### config.mk
export PLATFORM = sky130hd
export DESIGN_NAME = ws2812_refresh_ctrl
export DESIGN_NICKNAME = d
export VERILOG_FILES = /design/src/rtl/ws2812_pkg.sv /design/src/rtl/ws2812_bit_encoder.sv /design/src/rtl/ws2812_refresh_ctrl.sv
export SDC_FILE = /design/constraint.sdc
export NUM_CORES = 1
export LEC_CHECK = 0
export BUFFER_PORTS_ARGS = -buffer_cell sky130_fd_sc_hd__buf_2
export CAP_MARGIN = 25
export CORE_UTILIZATION = 55
export CTS_CLUSTER_SIZE = 12
export DETAILED_ROUTE_END_ITERATION = 10
export PLACE_DENSITY_LB_ADDON = 0.12
export SYNTH_ARGS = -nofsm -noshare
export SYNTH_HDL_FRONTEND = slang
export SYNTH_SLANG_ARGS = --single-unit
export TNS_END_PERCENT = 20
### constraint.sdc
create_clock -name clk -period 6 [get_ports clk]
set_input_delay 1.2 -clock clk [delete_from_list [all_inputs] [get_ports clk]]
set_output_delay 1.2 -clock clk [all_outputs]
set_load 0.02 [all_outputs]
### src/rtl/ws2812_pkg.sv
// rtl/ws2812_pkg.sv - shared states, timing defaults and pixel layout for the WS2812 refresh path
package ws2812_pkg;

  typedef enum logic [1:0] {
    IDLE  = 2'd0,
    LOAD  = 2'd1,
    SEND  = 2'd2,
    LATCH = 2'd3
  } state_t;

  localparam int DEF_T0H    = 20;
  localparam int DEF_T1H    = 40;
  localparam int DEF_TBIT   = 62;
  localparam int DEF_TRESET = 2600;

  localparam int BITS_PER_PIXEL = 24;
  localparam int G_OFS          = 0;
  localparam int R_OFS          = 8;
  localparam int B_OFS          = 16;

endpackage

### src/rtl/ws2812_bit_encoder.sv
// rtl/ws2812_bit_encoder.sv - shapes one WS2812 bit period from bit_valid/bit_value
module ws2812_bit_encoder #(
  parameter int T0H  = 20,
  parameter int T1H  = 40,
  parameter int TBIT = 62
) (
  input  logic clk,
  input  logic nrst,
  input  logic bit_valid,
  input  logic bit_value,
  output logic dout,
  output logic bit_done
);

  localparam int CW = $clog2(TBIT);

  logic [CW-1:0] cnt;

  // The period counter idles at zero so a new bit always starts with its high phase.
  always_ff @(posedge clk or negedge nrst) begin
    if (!nrst) begin
      cnt <= '0;
    end else if (!bit_valid || bit_done) begin
      cnt <= '0;
    end else begin
      cnt <= cnt + 1'b1;
    end
  end

  assign bit_done = bit_valid && (cnt == CW'(TBIT - 1));
  assign dout     = bit_valid && (cnt < (bit_value ? CW'(T1H) : CW'(T0H)));

endmodule

### src/rtl/ws2812_refresh_ctrl.sv
// rtl/ws2812_refresh_ctrl.sv - framebuffer snapshot, serialisation and latch sequencing for a WS2812 chain
// Optional BRIGHTNESS_LIMIT_EN: each channel is right-shifted by BRIGHT_SHIFT at snapshot time.
module ws2812_refresh_ctrl
  import ws2812_pkg::*;
#(
  parameter int NUM_PIXELS   = 16,
  parameter int T0H          = DEF_T0H,
  parameter int T1H          = DEF_T1H,
  parameter int TBIT         = DEF_TBIT,
  parameter int TRESET       = DEF_TRESET,
  parameter int BRIGHT_SHIFT = 2
) (
  input  logic                               clk,
  input  logic                               nrst,
  input  logic [BITS_PER_PIXEL*NUM_PIXELS-1:0] framebuf,
  input  logic                               refresh_req,
  output logic                               busy,
  output logic                               frame_done,
  output logic                               dout
);

  localparam int TOTAL_BITS = BITS_PER_PIXEL * NUM_PIXELS;
  localparam int BW         = $clog2(TOTAL_BITS);
  localparam int LW         = $clog2(TRESET);

`ifdef BRIGHTNESS_LIMIT_EN
  localparam bit BRIGHT_EN = 1'b1;
`else
  localparam bit BRIGHT_EN = 1'b0;
`endif

  state_t                  state, state_nx;
  logic                    pending, pending_nx;
  logic [TOTAL_BITS-1:0]   shreg;
  logic [TOTAL_BITS-1:0]   load_vec;
  logic [BW-1:0]           bit_idx;
  logic [LW-1:0]           latch_cnt;
  logic                    bit_done;
  logic                    last_bit;
  logic                    latch_last;

  function automatic logic [7:0] scale(input logic [7:0] ch);
    return BRIGHT_EN ? (ch >> BRIGHT_SHIFT) : ch;
  endfunction

  // Reorder into wire order so the shift register just streams out its MSB:
  // pixel 0 at the top, each pixel as G,R,B with every byte MSB first.
  for (genvar p = 0; p < NUM_PIXELS; p++) begin : g_pix
    assign load_vec[TOTAL_BITS-1-p*BITS_PER_PIXEL -: BITS_PER_PIXEL] = {
      scale(framebuf[p*BITS_PER_PIXEL+G_OFS +: 8]),
      scale(framebuf[p*BITS_PER_PIXEL+R_OFS +: 8]),
      scale(framebuf[p*BITS_PER_PIXEL+B_OFS +: 8])
    };
  end

  assign last_bit   = (bit_idx == BW'(TOTAL_BITS - 1));
  assign latch_last = (latch_cnt == LW'(TRESET - 1));
  assign busy       = (state != IDLE);

  ws2812_bit_encoder #(
    .T0H  (T0H),
    .T1H  (T1H),
    .TBIT (TBIT)
  ) u_enc (
    .clk       (clk),
    .nrst      (nrst),
    .bit_valid (state == SEND),
    .bit_value (shreg[TOTAL_BITS-1]),
    .dout      (dout),
    .bit_done  (bit_done)
  );

  always_ff @(posedge clk or negedge nrst) begin
    if (!nrst) begin
      state     <= IDLE;
      pending   <= 1'b0;
      shreg     <= '0;
      bit_idx   <= '0;
      latch_cnt <= '0;
    end else begin
      state   <= state_nx;
      pending <= pending_nx;
      case (state)
        LOAD: begin
          shreg     <= load_vec;
          bit_idx   <= '0;
          latch_cnt <= '0;
        end
        SEND: begin
          if (bit_done && !last_bit) begin
            shreg   <= shreg << 1;
            bit_idx <= bit_idx + 1'b1;
          end
        end
        LATCH: begin
          latch_cnt <= latch_last ? '0 : latch_cnt + 1'b1;
        end
        default: ;
      endcase
    end
  end

  // Requests during a frame collapse into one pending flag; one arriving on the
  // final latch cycle still earns a follow-on frame without an IDLE gap.
  always_comb begin
    state_nx   = state;
    pending_nx = pending;
    frame_done = 1'b0;
    case (state)
      IDLE: begin
        if (refresh_req || pending) begin
          state_nx   = LOAD;
          pending_nx = 1'b0;
        end
      end
      LOAD: begin
        state_nx = SEND;
        if (refresh_req) pending_nx = 1'b1;
      end
      SEND: begin
        if (refresh_req) pending_nx = 1'b1;
        if (bit_done && last_bit) state_nx = LATCH;
      end
      LATCH: begin
        if (refresh_req) pending_nx = 1'b1;
        if (latch_last) begin
          frame_done = 1'b1;
          state_nx   = (pending || refresh_req) ? LOAD : IDLE;
          pending_nx = 1'b0;
        end
      end
      default: state_nx = IDLE;
    endcase
  end

endmodule

==> results.toml, run 1 <==
[worst_setup_path]
critPathMaxFanout = 33
worst-r2r-setup-slack_ns = 2.45
worst-setup-path-type = "reg2reg"
r2r-start = "state[0]"
worst_ep_required_time_ns = 6.43
critical_path.max_stage_delay_ns = 0.97
worstRegToRegCells = 6
crit-reg2reg-capture = "shreg[335]"
cp.arrival_ns = 3.99
endpoint = "shreg[335]"
critical_path.cell_chain = "inv_1 -> ha_4 -> nand3_1 -> o21ai_4 -> buf_4 -> mux2_2"
crit_path_start_kind = "flip-flop"
worstSetupStartpoint = "state[0]"
slowest_stage = "sky130_fd_sc_hd__o21ai_4"
critPathCaptureType = "flip-flop"

[placed_design]
io_port_bufs = 389
dp_worst_setup_slack_ns = 2.40
placedInstanceArea_um2 = 22800
place.gp.congestion = 0.784
detailedPlacementHpwl_um = 28400

[cts]
cts.path.max_buffers = 3
ctsRootBufferMaster = "sky130_fd_sc_hd__clkbuf_16"
post_cts_hold_fix_bufs = 0
tritoncts_clock_tree = "done"
post_cts_resized = 0
post_cts_buffers = 0
clock_sink_count = 414
clock_tree.htree_level_count = 2
worst_setup_hold_path_clk_slew_ns = 0.06
clkLatencyLatePin_ns = 0.55
cts_buffers = 45

[final_layout]
drive_above_1_share = 0.662
final_nets = 2184
layout-area-overhead-vs-synth_pct = 18.6
layout_common_cells = "sky130_fd_sc_hd__mux2_2, sky130_fd_sc_hd__dfrtp_1, sky130_fd_sc_hd__buf_2"
final_standard_cell_utilization_of_the_core = 0.664
mostFrequentLayoutCell = "sky130_fd_sc_hd__mux2_2"
post-route-cell-area_um2 = 24300

[routing]
drt-pass1-iter-count = 4
avgViaCountPerCell = 5.45
drt-total-wl_um = 41500
drc = 0
first_iter_violations = 415
vias = 12600
detail_route.wl_per_cell_um = 18.0
drtAntennaViolNets = 0

[synth]
syn-instance-count = 1423
synth.avg_cell_area_um2 = 14.4
synth.largest_area_cell = "sky130_fd_sc_hd__dfrtp_1"
synthesis.area_um2 = 20500
synth_top_area_share = 0.505
dominantRegCellSynth = "sky130_fd_sc_hd__dfrtp_1"
yosys_register_bits = 414
yosys-top-cells-area = "sky130_fd_sc_hd__dfrtp_1, sky130_fd_sc_hd__mux2_2, sky130_fd_sc_hd__mux2_1, sky130_fd_sc_hd__buf_4, sky130_fd_sc_hd__clkbuf_1"
synth_fp_nets = 1822
synth_warnings = 0
seq_area_frac_synth = 0.505
synth-edff-count = 0
post_synthesis_async_set_or_reset_flop_share = 1.00
synth_cell_type_count = 58

[outcome]
run_status = "finished clean"

[global_routing]
grt.overflow.total = 0
via_count_of_the_first_global_routing_pass = 13100
grt_use_total = 0.222
grt_first_pass_wirelength_um = 68100
grt_max_degree = 159
antenna_violations_before_repair = 27

[sta]
max_freq_ghz = 0.281
setup_violations = 0
timing.slew.headroom = 0.302
final_setup_margin_ns = 2.45
slew_viol_final = 0
worstMarginPinSlew_ns = 1.04
finalCritPeriodShare = 0.592
final.setup_skew_ns = 0.0173
rsz0062_at_grt = "false"
timing_hold_violations_final = 0
finalWorstPathRequiredPeriod_ns = 3.55
final.setup.tns_ns = 0

[floorplan]
die_area_um2 = 38100
die_height_um = 195
num_rows = 70
initial_utilization = 0.560
die_outline_width_um = 195
top_level_ports = 390
core_region_area_um2 = 36600

[power_and_ir_drop]
powerDensity_nw_per_um2 = 252
max-vdd-ir-drop_v = 0.000204
leakage_nw = 10.7

[job]
max_capacitance_violation_total = 0

[hold_path]
min-delay-path-class = "reg2reg"
where the power goes:
| group | switching [mW] | internal, mW | total [mW] |
|---|---|---|---|
| Sequential | 0.0631 | 2.92 | 2.99 |
| Clock | 1.09 | 1.62 | 2.71 |
| Combinational | 0.150 | 0.274 | 0.425 |
| Total | 1.30 | 4.82 | 6.12 |
worst min path at each step:
stage,depth (start not counted),from,slack (ns),endpoint
floorplan,1,latch_cnt[11],0.44,latch_cnt[11]
global placement,1,shreg[344],0.46,shreg[344]
detailed placement,1,shreg[341],0.47,shreg[341]
CTS,1,latch_cnt[11],0.48,latch_cnt[11]
global route,1,shreg[344],0.50,shreg[344]
finish,1,shreg[346],0.48,shreg[346]
cell usage after synthesis, types with 3 or more instances:
| cell type | n |
|---|---|
| sky130_fd_sc_hd__a21oi_1 | 9 |
| sky130_fd_sc_hd__nor2_1 | 14 |
| sky130_fd_sc_hd__xnor2_1 | 3 |
| sky130_fd_sc_hd__inv_1 | 9 |
| sky130_fd_sc_hd__o21ai_0 | 8 |
| sky130_fd_sc_hd__mux2_2 | 713 |
| sky130_fd_sc_hd__a31oi_1 | 8 |
| sky130_fd_sc_hd__or4_1 | 4 |
| sky130_fd_sc_hd__and4_1 | 3 |
| sky130_fd_sc_hd__ha_1 | 12 |
| sky130_fd_sc_hd__dfrtp_1 | 414 |
| sky130_fd_sc_hd__mux2_1 | 51 |
| sky130_fd_sc_hd__and3_1 | 3 |
| sky130_fd_sc_hd__o31ai_1 | 3 |
| sky130_fd_sc_hd__a41oi_1 | 3 |
| sky130_fd_sc_hd__nand2_1 | 16 |
| sky130_fd_sc_hd__buf_4 | 30 |
| sky130_fd_sc_hd__nor3_1 | 3 |
| sky130_fd_sc_hd__nand3_1 | 9 |
| sky130_fd_sc_hd__buf_2 | 15 |
| sky130_fd_sc_hd__clkbuf_1 | 44 |
per-stage QoR:
stage               total power [mW]  std cells  hold slack, ns
finish                          6.12       2306           0.481
global route                    6.38       2299           0.497
global placement                3.45       2205           0.461
floorplan                       3.24       1423           0.443
CTS                             6.22       2286           0.481
detailed placement              3.47       2205           0.473
metal layers:
layer / vias to the layer above / routed length (um) / global-route usage
li1: 5938 / - / -
met1: 6230 / 17800 / 0.291
met2: 294 / 19600 / 0.345
met3: 81 / 3030 / 0.0703
met4: 24 / 953 / 0.0828
met5: - / 161 / 0
state kept, by name (all words and copies together) (netlist names):
signal     cells
shreg        384
pending        1
state          2
bit_idx        9
u_enc.cnt      6
latch_cnt     12
cell families (layout without fill, tap and decap cells):
| kind of cell | after synthesis | count (layout) | synth area share |
|---|---|---|---|
| muxes | 767 | 767 | 0.421 |
| and+or+nand+nor | 70 | 70 | 0.0193 |
| xor gates and xnor gates | 5 | 5 | 0.00214 |
| DFF | 414 | 414 | 0.505 |
| other | 0 | 19 | 0 |
| buffers and inverters | 102 | 498 | 0.0258 |
| adders and majority gates | 12 | 12 | 0.00732 |
| AOI/OAI and AO/OA | 53 | 53 | 0.0188 |
final cells by class:
| class | instances | area, um^2 |
|---|---|---|
| clock buffers | 70 | 1340 |
| flip-flops and latches | 414 | 10400 |
| well taps | 468 | 586 |
| diodes | 19 | 47.5 |
| multi-input cells | 907 | 9630 |
| repair buffers | 408 | 2190 |
| fillers | 2814 | 12300 |
| inverters | 9 | 33.8 |
| clock inverters | 11 | 113 |
critical path: cells and delay by family (launching register included):
kind | cells | cell delay, ns
AND/OR/NAND/NOR | 1 | 0.49
flip-flops | 1 | 0.42
multiplexers | 1 | 0.39
buffers and inverters | 2 | 0.68
AO/OA/AOI/OAI | 1 | 0.97
adder cells (fa/ha/maj) | 1 | 0.46
Power figures use the tool's default switching activity.
==> run 2, diff against run 1 <==
- clock period: 6 -> 3.4 ns (I/O delays scaled with it)
==> run 2 against run 1 <==
First-iteration DRC count grew 10%; critical path depth grew 1; flip-flop and latch count unchanged; sequential power increased by 76%; setup slack lost 2.0 ns; clock skew fell by 0.0073 ns; via count is 0.41% lower; sequential share of layout area did not move; critical endpoint is now shreg[265]; highest routed layer unchanged.
==> results.toml, run 2 (synthesis results as in run 1) <==
[job]
max_capacitance_violation_total = 0

[cts]
clkLatencyLatePin_ns = 0.55
post_cts_buffers = 0
cts_buffers = 45
clock_tree.htree_level_count = 2
post_cts_hold_fix_bufs = 0
tritoncts_clock_tree = "done"
ctsRootBufferMaster = "sky130_fd_sc_hd__clkbuf_16"
worst_setup_hold_path_clk_slew_ns = 0.06
clock_sink_count = 414
post_cts_resized = 0
cts.path.max_buffers = 3

[floorplan]
num_rows = 70
top_level_ports = 390
die_area_um2 = 38100
die_outline_width_um = 195
die_height_um = 195
core_region_area_um2 = 36600
initial_utilization = 0.560

[worst_setup_path]
cp.arrival_ns = 3.42
worst-r2r-setup-slack_ns = 0.42
path_buf_inv = 3
crit_path_start_kind = "flip-flop"
critical_path.max_stage_delay_ns = 0.44
slowest_stage = "sky130_fd_sc_hd__nand3_1"
critPathMaxFanout = 50
cpLargestDelayFamily = "buffers and inverters"
worst-setup-path-type = "reg2reg"
critical_path.cell_chain = "inv_1 -> ha_4 -> nand3_1 -> o21ai_4 -> buf_12 -> buf_4 -> mux2_2"
worst_ep_required_time_ns = 3.83
critPathCaptureType = "flip-flop"

[outcome]
run_status = "finished clean"

[sta]
setup_violations = 0
final.setup_skew_ns = 0.00994
worst_hold_slack_ns = 0.138
finalWorstPathRequiredPeriod_ns = 2.98
timing.slew.headroom = 0.234
final_setup_margin_ns = 0.417
worstMarginPinSlew_ns = 1.15
max_freq_ghz = 0.335
rsz0062_at_grt = "false"
slew_viol_final = 0
finalCritPeriodShare = 0.877
final.setup.tns_ns = 0
timing_hold_violations_final = 0

[routing]
drt-pass1-iter-count = 4
drc = 0
first_iter_violations = 458
detail_route.wl_per_cell_um = 18.3
drt-total-wl_um = 42000
vias = 12500
avgViaCountPerCell = 5.45
drtAntennaViolNets = 0

[final_layout]
multi_input_area_um2 = 9630
largestRegisters = "shreg: 384 flops, latch_cnt: 12 flops, bit_idx: 9 flops"
layout-area-overhead-vs-synth_pct = 18.6
mostFrequentLayoutCell = "sky130_fd_sc_hd__mux2_2"
sequential_cell_area_um2 = 10400
final_nets = 2184
drive_above_1_share = 0.661
layout_common_cells = "sky130_fd_sc_hd__mux2_2, sky130_fd_sc_hd__dfrtp_1, sky130_fd_sc_hd__buf_2"
registers.top_by_ff_count = "shreg"
final_standard_cell_utilization_of_the_core = 0.664
largest_reg_flops = 384
num-fill-cells = 2761

[placed_design]
dp_worst_setup_slack_ns = 0.382
io_port_bufs = 389
detailedPlacementHpwl_um = 28800
place.gp.congestion = 0.764

[global_routing]
grt_first_pass_wirelength_um = 68700
grt_max_degree = 204
grt.overflow.total = 0
antenna_violations_before_repair = 32
grt_use_total = 0.224
via_count_of_the_first_global_routing_pass = 13200

[power_and_ir_drop]
max-vdd-ir-drop_v = 0.000407
powerDensity_nw_per_um2 = 437
leakage_nw = 10.7

[hold_path]
min-delay-path-class = "in2async"
## run 2: cell types whose count changed in the layout (fill, tap and decap cells not counted), moves of 2 or more
cell | previous run | this run
sky130_fd_sc_hd__diode_2 | 19 | 15
sky130_fd_sc_hd__clkbuf_16 | 45 | 47
sky130_fd_sc_hd__buf_4 | 12 | 5
sky130_fd_sc_hd__buf_12 | 6 | 14
sky130_fd_sc_hd__clkinv_2 | 7 | 5
sky130_fd_sc_hd__clkbuf_8 | 12 | 9
sky130_fd_sc_hd__bufinv_16 | 2 | 0
## run 2: through the flow
| stage | cells | cell area (um^2) | power (mW) |
|---|---|---|---|
| 2_1_floorplan | 1423 | 20500 | 5.71 |
| 3_3_place_gp | 2206 | 22900 | 6.10 |
| 3_5_place_dp | 2206 | 22900 | 6.14 |
| 4_1_cts | 2281 | 24300 | 10.8 |
| 5_1_grt | 2293 | 24300 | 11.1 |
| 6_report | 2296 | 24300 | 10.6 |
## run 2: routing by layer
layer / up-vias / track usage / share of wire
met2: 296 / 0.358 / 0.47
met5: - / 0 / 0.0053
li1: 5945 / - / -
met3: 81 / 0.0713 / 0.072
met4: 34 / 0.0758 / 0.020
met1: 6160 / 0.290 / 0.43
## run 2: worst register-to-register path, stage by stage (launching register included)
cell and delay [ns]:
sky130_fd_sc_hd__dfrtp_1 0.42, sky130_fd_sc_hd__inv_1 0.18, sky130_fd_sc_hd__ha_4 0.35, sky130_fd_sc_hd__nand3_1 0.45, sky130_fd_sc_hd__o21ai_4 0.35, sky130_fd_sc_hd__buf_12 0.30
sky130_fd_sc_hd__buf_4 0.41, sky130_fd_sc_hd__mux2_2 0.40
## run 2: final timing paths
check / end / cells after the start / start
max: shreg[265] / 7 / state[0]
min reg2reg: shreg[346] / 1 / shreg[346]
min: shreg[83] / 1 / nrst
max reg2reg: shreg[265] / 7 / state[0]
max in group asynchronous: shreg[290] / 2 / nrst
min in group clk: shreg[0] / 2 / framebuf[376]
## run 2: area by class of cell
type	count	area share
tap	468	0.0241
multi-input combinational	907	0.396
clock inverter	6	0.00139
timing repair buffer	408	0.0936
antenna	15	0.00154
clock buffer	69	0.0555
inverter	9	0.00139
sequential	414	0.426
## run 2: where the power goes
part / switching, mW / total [mW] / internal (mW)
clock network: 1.88 / 4.59 / 2.71
logic: 0.275 / 0.768 / 0.493
registers: 0.112 / 5.27 / 5.16
total: 2.27 / 10.6 / 8.36
==> run 3, diff against run 2 <==
--- a/config.mk
+++ b/config.mk
@@ -15,2 +15,3 @@
 export SYNTH_HDL_FRONTEND = slang
+export SYNTH_HIERARCHICAL = 1
 export SYNTH_SLANG_ARGS = --single-unit
==> constraint.sdc (replaced) <==
create_clock -name clk -period 3.4 [get_ports clk]
set_input_delay 0.34 -clock clk [delete_from_list [all_inputs] [get_ports clk]]
set_output_delay 0.34 -clock clk [all_outputs]
set_load 0.02 [all_outputs]
==> run 3 against run 2 <==
Global-route usage increased by 4.1 points; via count increased by 25%; first-iteration DRC count increased to 2.9 times the previous value; non-clock buffer count increased by 5; combinational power decreased by 7.7%; sequential power about the same; critical path type unchanged; synthesized cell count increased by 33%; die area decreased by 3.4%; cell count increased by 17%; fmax increased by 4.2%; critical path depth increased by 2.
==> results.toml, run 3 <==
[sta]
slew_viol_final = 0
max_freq_ghz = 0.349
timing.slew.headroom = 0.202
setup_violations = 0
timing_hold_violations_final = 0
final.setup_skew_ns = 0.0174
rsz0062_at_grt = "false"
final.setup.tns_ns = 0
worstMarginPinSlew_ns = 1.20
final_setup_margin_ns = 0.538
finalCritPeriodShare = 0.842
finalWorstPathRequiredPeriod_ns = 2.86

[synth]
synth-edff-count = 0
post_synthesis_async_set_or_reset_flop_share = 1.00
yosys_register_bits = 414
synth_top_area_share = 0.523
dominantRegCellSynth = "sky130_fd_sc_hd__dfrtp_1"
synth_warnings = 6
synth_fp_nets = 2292
synth.top_cells.by_count = "sky130_fd_sc_hd__dfrtp_1, sky130_fd_sc_hd__nand3_1, sky130_fd_sc_hd__mux2i_1"
seq_area_frac_synth = 0.523
synth_most_common_cell = "sky130_fd_sc_hd__dfrtp_1"
synth.largest_area_cell = "sky130_fd_sc_hd__dfrtp_1"
yosys-top-cells-area = "sky130_fd_sc_hd__dfrtp_1, sky130_fd_sc_hd__mux2i_1, sky130_fd_sc_hd__nand3_1, sky130_fd_sc_hd__o21ai_1, sky130_fd_sc_hd__buf_2"
synthesis.area_um2 = 19800
synth_cell_type_count = 50
syn-instance-count = 1893
synth.avg_cell_area_um2 = 10.5

[power_and_ir_drop]
power.internal_mw = 8.19
switching_share = 0.225
power.share.clock = 0.432
powerDensity_nw_per_um2 = 451
combPwrFrac = 0.067
leakage_nw = 13.4
p_seq_frac = 0.500
max-vdd-ir-drop_v = 0.000416
netSwitchingPower_mw = 2.38

[global_routing]
grt_first_pass_wirelength_um = 79100
grt_max_degree = 243
via_count_of_the_first_global_routing_pass = 15300
grt_use_total = 0.266
antenna_violations_before_repair = 35
grt.overflow.total = 0

[routing]
vias = 15700
drt-total-wl_um = 49500
avgViaCountPerCell = 5.83
drt-pass1-iter-count = 6
drtAntennaViolNets = 0
drc = 0
detail_route.wl_per_cell_um = 18.4
first_iter_violations = 1329

[final_layout]
largest_reg_flops = 384
num-fill-cells = 2863
layout_common_cells = "sky130_fd_sc_hd__dfrtp_1, sky130_fd_sc_hd__nand3_1, sky130_fd_sc_hd__buf_2"
drive_above_1_share = 0.219
stdcell_count = 2696
registers.top_by_ff_count = "shreg"
layout-area-overhead-vs-synth_pct = 18.3
mostFrequentLayoutCell = "sky130_fd_sc_hd__dfrtp_1"
largestRegisters = "shreg: 384 flops, latch_cnt: 12 flops, bit_idx: 9 flops"
multi_input_area_um2 = 8650
final_standard_cell_utilization_of_the_core = 0.660
final_nets = 2577
sequential_cell_area_um2 = 10400

[cts]
clkLatencyLatePin_ns = 0.55
clock_sink_count = 414
post_cts_resized = 0
ctsRootBufferMaster = "sky130_fd_sc_hd__clkbuf_16"
worst_setup_hold_path_clk_slew_ns = 0.06
clock_tree.htree_level_count = 2
tritoncts_clock_tree = "done"
cts.path.max_buffers = 3
cts_buffers = 44

[floorplan]
initial_utilization = 0.558
num_rows = 69
top_level_ports = 390
die_area_um2 = 36800
die_outline_width_um = 192
core_region_area_um2 = 35500
die_height_um = 192

[placed_design]
placed_cells_incl_taps = 2592
dp_worst_setup_slack_ns = 0.670
place.gp.congestion = 0.798
detailedPlacementHpwl_um = 30700
io_port_bufs = 389

[hold_path]
min-delay-path-class = "in2reg"

[outcome]
run_status = "finished clean"

[job]
max_capacitance_violation_total = 0

[worst_setup_path]
crit_path_start_kind = "flip-flop"
worst-r2r-setup-slack_ns = 0.54
cp.arrival_ns = 3.28
critPathCaptureType = "flip-flop"
worst-setup-path-type = "reg2reg"
critPathMaxFanout = 122
worst_ep_required_time_ns = 3.82
[run 3: cell types whose count changed in the layout (fill, tap and decap cells not counted), moves of 5 or more]
cell / change
sky130_fd_sc_hd__nand3_1: +392
sky130_fd_sc_hd__diode_2: +13
sky130_fd_sc_hd__mux2i_1: +382
sky130_fd_sc_hd__mux2_2: -710
sky130_fd_sc_hd__mux2_1: -51
sky130_fd_sc_hd__o21ai_0: +66
sky130_fd_sc_hd__o21ai_1: +321
sky130_fd_sc_hd__inv_1: +5
[run 3: critical path, cell delays in order, from the launching register on]
cell	delay (ns)
sky130_fd_sc_hd__dfrtp_1	0.41
sky130_fd_sc_hd__inv_1	0.20
sky130_fd_sc_hd__ha_4	0.28
sky130_fd_sc_hd__inv_1	0.10
sky130_fd_sc_hd__nor3_1	0.51
sky130_fd_sc_hd__o311ai_4	0.22
sky130_fd_sc_hd__buf_12	0.27
sky130_fd_sc_hd__buf_12	0.26
sky130_fd_sc_hd__nand3_1	0.20
sky130_fd_sc_hd__o21ai_0	0.10
[run 3: logic make-up after synthesis]
kind of cell | Yosys count | share of synthesized area
muxes | 387 | 0.196
adders and majority gates | 12 | 0.00758
DFF | 414 | 0.523
and+or+nand+nor | 456 | 0.115
AOI/OAI and AO/OA | 430 | 0.114
buffers and inverters | 188 | 0.0411
xor gates and xnor gates | 6 | 0.00265
[run 3: timing repair]
| item | CTS | global route |
|---|---|---|
| hold buffers | 1 | 0 |
| endpoints found under the setup margin | 0 | 0 |
| setup buffers | 0 | 0 |
| hold endpoints to repair | 76 | 0 |
[run 3: worst paths after layout]
path | start | end | cells after the start
setup / recovery | state[0] | shreg[1] | 9
hold / removal | framebuf[336] | shreg[40] | 3
setup reg to reg | state[0] | shreg[1] | 9
hold reg to reg | shreg[361] | shreg[361] | 2
max in group asynchronous | nrst | shreg[51] | 3
min in group asynchronous | nrst | shreg[287] | 2
[run 3: power groups by stage]
stage | Sequential [mW] | Clock [mW] | Combinational, mW
CTS | 5.29 | 4.68 | 0.725
global placement | 5.37 | 0 | 0.691
finish | 5.29 | 4.57 | 0.709
detailed placement | 5.38 | 0 | 0.721
floorplan | 5.34 | 0 | 0.320
global route | 5.32 | 4.87 | 0.819
[run 3: per-stage QoR]
stage               instance area [um^2]  hold WS [ns]  total power [mW]
finish                             23400        0.0541              10.6
detailed placement                 22000         0.393              6.10
floorplan                          19800        0.0444              5.66
CTS                                23400        0.0270              10.7
global placement                   22000         0.394              6.06
global route                       23400        0.0411              11.0
[run 3: final cells by class]
class | count | share of cell area
Inverter | 14 | 0.00224
Clock buffer | 71 | 0.0569
Antenna cell | 28 | 0.00299
Multi-Input combinational cell | 1291 | 0.369
Sequential cell | 414 | 0.442
Clock inverter | 4 | 0.00118
Tap cell | 461 | 0.0246
Timing Repair Buffer | 413 | 0.100
[run 3: routing by layer]
| layer | part of all wire | wire (um) | global-route usage | vias to the layer above |
|---|---|---|---|---|
| li1 | - | - | - | 7484 |
| met1 | 0.43 | 21500 | 0.362 | 7679 |
| met2 | 0.46 | 22800 | 0.404 | 421 |
| met3 | 0.076 | 3790 | 0.0766 | 102 |
| met4 | 0.026 | 1290 | 0.0934 | 20 |
| met5 | 0.0026 | 127 | 0 | - |
